**src/rtl/ibex_rf_wb_pkg.sv**
```systemverilog
// Shared types and sizing helpers for the register-file writeback stage.
package ibex_rf_wb_pkg;

    localparam int unsigned WbDataW = 32;

    typedef struct packed {
        logic               we;
        logic [4:0]         waddr;
        logic [WbDataW-1:0] wdata;
    } wb_req_t;

    function automatic int unsigned reg_addr_w(input bit rv32e);
        return rv32e ? 32'd4 : 32'd5;
    endfunction

    function automatic int unsigned num_regs(input bit rv32e);
        return 32'd1 << reg_addr_w(rv32e);
    endfunction

endpackage

```
**src/rtl/ibex_rf_wb_scoreboard.sv**
```systemverilog
// Pending-load bitmap: set on load issue, cleared on response, set wins on collision.
module ibex_rf_wb_scoreboard
    import ibex_rf_wb_pkg::*;
#(
    parameter bit RV32E = 1'b0
) (
    input  logic       clk_i,
    input  logic       rst_i,
    input  logic       set_i,
    input  logic [4:0] set_addr_i,
    input  logic       clr_i,
    input  logic [4:0] clr_addr_i,
    input  logic [4:0] raddr_a_i,
    input  logic [4:0] raddr_b_i,
    output logic       pend_a_o,
    output logic       pend_b_o
);

    localparam int unsigned AddrW   = reg_addr_w(RV32E);
    localparam int unsigned NumRegs = num_regs(RV32E);

    logic [NumRegs-1:0] r_pending;
    logic [NumRegs-1:0] w_set_mask;
    logic [NumRegs-1:0] w_clr_mask;
    logic [AddrW-1:0]   w_set_idx;
    logic [AddrW-1:0]   w_clr_idx;
    logic [AddrW-1:0]   w_ra_idx;
    logic [AddrW-1:0]   w_rb_idx;

    assign w_set_idx = set_addr_i[AddrW-1:0];
    assign w_clr_idx = clr_addr_i[AddrW-1:0];
    assign w_ra_idx  = raddr_a_i[AddrW-1:0];
    assign w_rb_idx  = raddr_b_i[AddrW-1:0];

    always_comb begin
        w_set_mask = '0;
        w_clr_mask = '0;
        if (set_i && (w_set_idx != '0)) w_set_mask[w_set_idx] = 1'b1;
        if (clr_i)                      w_clr_mask[w_clr_idx] = 1'b1;
    end

    always_ff @(posedge clk_i) begin
        if (rst_i) begin
            r_pending <= '0;
        end else begin
            r_pending <= (r_pending & ~w_clr_mask) | w_set_mask;
        end
    end

    assign pend_a_o = (w_ra_idx != '0) && r_pending[w_ra_idx];
    assign pend_b_o = (w_rb_idx != '0) && r_pending[w_rb_idx];

endmodule

```
**src/rtl/ibex_rf_wb_stage.sv**
```systemverilog
// Writeback merge of ALU results and LSU responses into the register file write port.
// Build option: IBEX_RF_WB_FWD_EN enables read forwarding of in-flight writes.
module ibex_rf_wb_stage
    import ibex_rf_wb_pkg::*;
#(
    parameter bit          RV32E     = 1'b0,
    parameter int unsigned DataWidth = 32
) (
    input  logic                 clk_i,
    input  logic                 rst_i,
    input  logic                 ex_valid_i,
    output logic                 ex_ready_o,
    input  logic [4:0]           ex_waddr_i,
    input  logic [DataWidth-1:0] ex_wdata_i,
    input  logic                 lsu_req_i,
    input  logic [4:0]           lsu_req_waddr_i,
    input  logic                 lsu_rvalid_i,
    input  logic [4:0]           lsu_waddr_i,
    input  logic [DataWidth-1:0] lsu_rdata_i,
    output logic                 rf_we_o,
    output logic [4:0]           rf_waddr_o,
    output logic [DataWidth-1:0] rf_wdata_o,
    input  logic [4:0]           raddr_a_i,
    input  logic [4:0]           raddr_b_i,
    input  logic [DataWidth-1:0] rf_rdata_a_i,
    input  logic [DataWidth-1:0] rf_rdata_b_i,
    output logic [DataWidth-1:0] rdata_a_o,
    output logic [DataWidth-1:0] rdata_b_o,
    output logic                 hazard_o
);

    localparam int unsigned AddrW = reg_addr_w(RV32E);

    function automatic logic addr_nz(input logic [4:0] a);
        return a[AddrW-1:0] != '0;
    endfunction

    function automatic logic addr_eq(input logic [4:0] a, input logic [4:0] b);
        return a[AddrW-1:0] == b[AddrW-1:0];
    endfunction

    logic                 r_hold_valid;
    logic [4:0]           r_hold_waddr;
    logic [DataWidth-1:0] r_hold_wdata;
    wb_req_t              r_out;
    wb_req_t              w_sel;
    logic                 w_ex_hs;
    logic                 w_hold_cap;
    logic                 w_pend_a;
    logic                 w_pend_b;

    assign ex_ready_o = ~r_hold_valid;
    assign w_ex_hs    = ex_valid_i & ~r_hold_valid;
    assign w_hold_cap = w_ex_hs & lsu_rvalid_i;

    // Fixed priority: LSU response, then hold buffer, then new ALU result.
    always_comb begin
        w_sel = '0;
        if (lsu_rvalid_i) begin
            w_sel.we    = addr_nz(lsu_waddr_i);
            w_sel.waddr = lsu_waddr_i;
            w_sel.wdata = WbDataW'(lsu_rdata_i);
        end else if (r_hold_valid) begin
            w_sel.we    = addr_nz(r_hold_waddr);
            w_sel.waddr = r_hold_waddr;
            w_sel.wdata = WbDataW'(r_hold_wdata);
        end else if (w_ex_hs) begin
            w_sel.we    = addr_nz(ex_waddr_i);
            w_sel.waddr = ex_waddr_i;
            w_sel.wdata = WbDataW'(ex_wdata_i);
        end
    end

    always_ff @(posedge clk_i) begin
        if (rst_i) begin
            r_out        <= '0;
            r_hold_valid <= 1'b0;
        end else begin
            r_out <= w_sel;
            if (w_hold_cap) begin
                r_hold_valid <= 1'b1;
            end else if (!lsu_rvalid_i) begin
                r_hold_valid <= 1'b0;
            end
        end
    end

    always_ff @(posedge clk_i) begin
        if (w_hold_cap) begin
            r_hold_waddr <= ex_waddr_i;
            r_hold_wdata <= ex_wdata_i;
        end
    end

    assign rf_we_o    = r_out.we;
    assign rf_waddr_o = r_out.waddr;
    assign rf_wdata_o = DataWidth'(r_out.wdata);

    ibex_rf_wb_scoreboard #(
        .RV32E (RV32E)
    ) u_scoreboard (
        .clk_i      (clk_i),
        .rst_i      (rst_i),
        .set_i      (lsu_req_i),
        .set_addr_i (lsu_req_waddr_i),
        .clr_i      (lsu_rvalid_i),
        .clr_addr_i (lsu_waddr_i),
        .raddr_a_i  (raddr_a_i),
        .raddr_b_i  (raddr_b_i),
        .pend_a_o   (w_pend_a),
        .pend_b_o   (w_pend_b)
    );

`ifdef IBEX_RF_WB_FWD_EN
    function automatic logic [DataWidth-1:0] fwd_sel(
        input logic [4:0]           ra,
        input logic [DataWidth-1:0] rf,
        input logic                 hv,
        input logic [4:0]           ha,
        input logic [DataWidth-1:0] hd,
        input logic                 ov,
        input logic [4:0]           oa,
        input logic [DataWidth-1:0] od
    );
        if (!addr_nz(ra))           return rf;
        if (hv && addr_eq(ra, ha))  return hd;
        if (ov && addr_eq(ra, oa))  return od;
        return rf;
    endfunction

    assign rdata_a_o = fwd_sel(raddr_a_i, rf_rdata_a_i, r_hold_valid, r_hold_waddr,
                               r_hold_wdata, rf_we_o, rf_waddr_o, rf_wdata_o);
    assign rdata_b_o = fwd_sel(raddr_b_i, rf_rdata_b_i, r_hold_valid, r_hold_waddr,
                               r_hold_wdata, rf_we_o, rf_waddr_o, rf_wdata_o);
    assign hazard_o  = w_pend_a | w_pend_b;
`else
    // Without forwarding, any uncommitted write to a read register stalls decode.
    function automatic logic in_flight(
        input logic [4:0] ra,
        input logic       hv,
        input logic [4:0] ha,
        input logic       ov,
        input logic [4:0] oa
    );
        return addr_nz(ra) && ((hv && addr_eq(ra, ha)) || (ov && addr_eq(ra, oa)));
    endfunction

    assign rdata_a_o = rf_rdata_a_i;
    assign rdata_b_o = rf_rdata_b_i;
    assign hazard_o  = w_pend_a | w_pend_b
                     | in_flight(raddr_a_i, r_hold_valid, r_hold_waddr, rf_we_o, rf_waddr_o)
                     | in_flight(raddr_b_i, r_hold_valid, r_hold_waddr, rf_we_o, rf_waddr_o);
`endif

endmodule

```
**config.mk**
```make
export PLATFORM = sky130hd
export DESIGN_NAME = ibex_rf_wb_stage
export DESIGN_NICKNAME = d
export VERILOG_FILES = /design/src/rtl/ibex_rf_wb_pkg.sv /design/src/rtl/ibex_rf_wb_scoreboard.sv /design/src/rtl/ibex_rf_wb_stage.sv
export SDC_FILE = /design/constraint.sdc
export NUM_CORES = 1
export LEC_CHECK = 0
export CELL_PAD_IN_SITES_DETAIL_PLACEMENT = 1
export CELL_PAD_IN_SITES_GLOBAL_PLACEMENT = 1
export CORE_ASPECT_RATIO = 1.4
export CORE_MARGIN = 4
export CORE_UTILIZATION = 30
export DETAILED_ROUTE_END_ITERATION = 10
export PLACE_DENSITY = 0.78
export SYNTH_ARGS = -nofsm -noshare
export SYNTH_HDL_FRONTEND = slang
export SYNTH_SLANG_ARGS = --single-unit
```
**constraint.sdc**
```tcl
create_clock -name clk_i -period 3.2 [get_ports clk_i]
set_input_delay 0.32 -clock clk_i [delete_from_list [all_inputs] [get_ports clk_i]]
set_output_delay 0.32 -clock clk_i [all_outputs]
set_load 0.01 [all_outputs]
```
==> impl_metrics.ini <==
[grt]
gr-total-overflow = 0
antenna_found_initial = 0
grt_pass1_vias = 4827
grt_max_degree = 65
grt_usage_pct = 16.0
grt_pass1_wl_um = 25800

[synthesis]
synthArstFlopShare_pct = 0
postSynthAreaPerCell_um2 = 9.41
synth.area.top_cells = dfxtp_1, edfxtp_1, buf_4
yosysSeqAreaShare_pct = 46.7
syn-cell-area_mm2 = 0.00542
yosysTopAreaCellShare_pct = 26.2
synth_warnings = 0
yosysTopAreaCell = dfxtp_1
ys.flop_type = dfxtp_1
ys_seq_elements = 108
synth_edf_count = 37
syn-num-nets = 734
netlist_instances = 576
yosysUniqueCellTypes = 41

[clock_network]
cts_tree = yes
clockBufferDepth = 2
clockRootBuffer = clkbuf_16
post_cts_buffers = 0
cts.sinks = 108
numCtsBuffers = 9
holdBufCountCts = 0
clk_latency_ns = 0.34
path_clk_slew_ns = 0.07
htree_levels = 3

[detailed_routing]
routedWlPerCell_um = 18.9
routed_wl_um = 16500
post_drt_via_cell_ratio = 5.09
dr.first_iter.drc_count = 195
firstDrtPassIters = 4
drc_errors = 0
vias = 4451
final_antenna_net_count = 0

[timing]
rsz0062_at_grt = false
finClkSkew_ns = 0.00981
slew-limit-headroom_pct = 39.7
min_period_over_period_pct = 95.7
timing.fmax_ghz = 0.326
setup_violations = 0
setup_tns_ns = 0
worst_pin_slew_ns = 0.904
period_minus_slack_ns = 3.06
hold_viol_final = 0
maxSlewViolCount = 0

[outcome]
status = finished, final reports clean

[power_and_ir_drop]
power_density_mw_per_mm2 = 443
seq_power_share_pct = 49.8
peakVddDrop_v = 0.000220
swShare_pct = 25.1
clkPwrFrac_pct = 34.5
combPwrFrac_pct = 15.7
p_int_mw = 2.26
power_leakage_nw = 2.39
p_sw_mw = 0.759
power_mw = 3.02

[cells_and_area]
final_cell_mix = clkdlybuf4s50_1, nor2_1, a21oi_1, dfxtp_1, nand2_1
antennaDiodeCount = 0
stdcell_area_mm2 = 0.00682
utilization_pct = 38.9
final_common_cell = clkdlybuf4s50_1
area_delta_synth_final_pct = 25.9
final_net_count = 791
drive_above_1_share_pct = 7.21

[setup_path]
rr_worst_depth = 3
slowest_delay_ns = 0.57
arrival_ns = 2.74
start_kind = primary input
cpMostUsedCell = clkdlybuf4s50_1
cp-endpoint = hazard_o
crit_chain = clkdlybuf4s50_1 > buf_6 > mux4_1 > mux2i_1 > a21oi_1 > a211oi_2 > o22ai_1 > clkdlybuf4s50_1
r2r_slack_ns = 1.33
crit_start = raddr_a_i[1]
reg2reg_to = r_hold_wdata[31]$_DFFE_PP_
worst_path_max_delay_cell = mux4_1
cp.required_ns = 2.88
crit_type = primary input to primary output
end_kind = primary output
rr_startpoint = r_hold_valid$_SDFFE_PP0P_
cp_max_fo = 10

[die]
core_mm2 = 0.0175
initial_core_util_pct = 30.9
fp.dieW_um = 122
pin_count = 262
die_area_mm2 = 0.0203
die_h_um = 167
rows = 57

[job]
maxCapViolCount = 0

[place]
place_congestion = 0.833
dpl_cell_area_mm2 = 0.00653
dpl.hpwl_um = 12900
port_buffers = 133

[hold_path]
hold_depth = 2
min_path_type = primary input to register
==> power by group through the flow <==
stage                     Sequential [mW]  Combinational, mW  Clock, mW
final                                1.50              0.474       1.04
after global routing                 1.51              0.517       1.14
after CTS                            1.51              0.481       1.08
after detailed placement             1.54              0.478          0
after global placement               1.53              0.465          0
after floorplan                      1.54              0.284          0
==> worst min-delay path by stage <==
stage	startpoint	endpoint	slack [ns]
floorplan	ex_waddr_i[0]	r_hold_waddr[0]$_DFFE_PP_	0.42
global placement	u_scoreboard.r_pending[28]$_SDFF_PP0_	u_scoreboard.r_pending[28]$_SDFF_PP0_	0.49
detailed placement	u_scoreboard.r_pending[28]$_SDFF_PP0_	u_scoreboard.r_pending[28]$_SDFF_PP0_	0.50
CTS	lsu_rvalid_i	r_hold_valid$_SDFFE_PP0P_	0.40
global route	lsu_rvalid_i	r_hold_valid$_SDFFE_PP0P_	0.43
finish	lsu_rvalid_i	r_hold_valid$_SDFFE_PP0P_	0.40
==> Yosys cell counts, types with 2 or more instances <==
library cell,number
a211oi_1,2
a211oi_2,3
a21oi_1,71
a22oi_1,35
and2_1,2
and3_1,3
and3b_1,4
buf_1,5
buf_2,7
buf_4,64
buf_6,2
clkbuf_1,24
dfxtp_1,71
edfxtp_1,37
mux2i_1,14
mux4_1,3
mux4_2,8
nand2_1,40
nand2b_1,2
nand3_1,4
nand3b_1,6
nand4_1,4
nor2_1,83
nor2b_1,5
nor3_1,4
nor3b_1,5
o21ai_0,34
or4_1,3
xnor2_1,14
xor2_1,6
==> logic make-up (layout without fill, tap and decap cells) <==
family                    count (synthesis)  after routing  share of synthesized area [%]
xor gates and xnor gates                 20             20                           3.23
AOI/OAI and AO/OA                       151            151                           16.4
and+or+nand+nor                         169            169                           14.2
buffers and inverters                   103            165                           12.0
DFF                                     108            108                           46.7
muxes                                    25             25                           7.37
==> metal layers <==
layer / part of all wire [%] / wire [µm] / track usage (%)
met2: 52 / 8650 / 29.2
met3: 5.8 / 955 / 4.00
met4: 3.9 / 650 / 7.61
met5: 0 / 0 / 0
met1: 38 / 6230 / 17.0
==> what timing repair did <==
action | 4_1_cts | 5_1_grt
hold endpoints to repair | 0 | 0
endpoints found under the setup margin | 0 | 1
gates resized for setup | 0 | 3
==> worst max-delay path: cells and delay by family <==
| family | cells | cell delay, ns |
|---|---|---|
| mux | 2 | 0.73 |
| compound gates | 3 | 0.49 |
| buf+inv | 3 | 1.19 |
==> through the flow <==
| step | worst slack (ns) | std cells | hold WS (ns) |
|---|---|---|---|
| floorplan | 0.769 | 576 | 0.419 |
| detailed placement | 0.0850 | 858 | 0.504 |
| global placement | 0.100 | 858 | 0.485 |
| global route | 0.00195 | 874 | 0.429 |
| finish | 0.136 | 874 | 0.404 |
| CTS | 0.0758 | 874 | 0.403 |
==> sequential cells by signal (all words and copies together) (netlist names) <==
name                    cells
r_hold_valid                1
rf_wdata_o                 32
rf_we_o                     1
rf_waddr_o                  5
r_hold_wdata               32
r_hold_waddr                5
u_scoreboard.r_pending     32
==> layout make-up <==
cell class              instances  area [µm²]
inverters                       1        3.75
repair buffers                148        1470
fillers                      2023       10700
flip-flops and latches        108        2530
well taps                     236         295
multi-input cells             365        2240
clock inverters                 6        48.8
clock buffers                  10         229
Power figures use the tool's default switching activity.
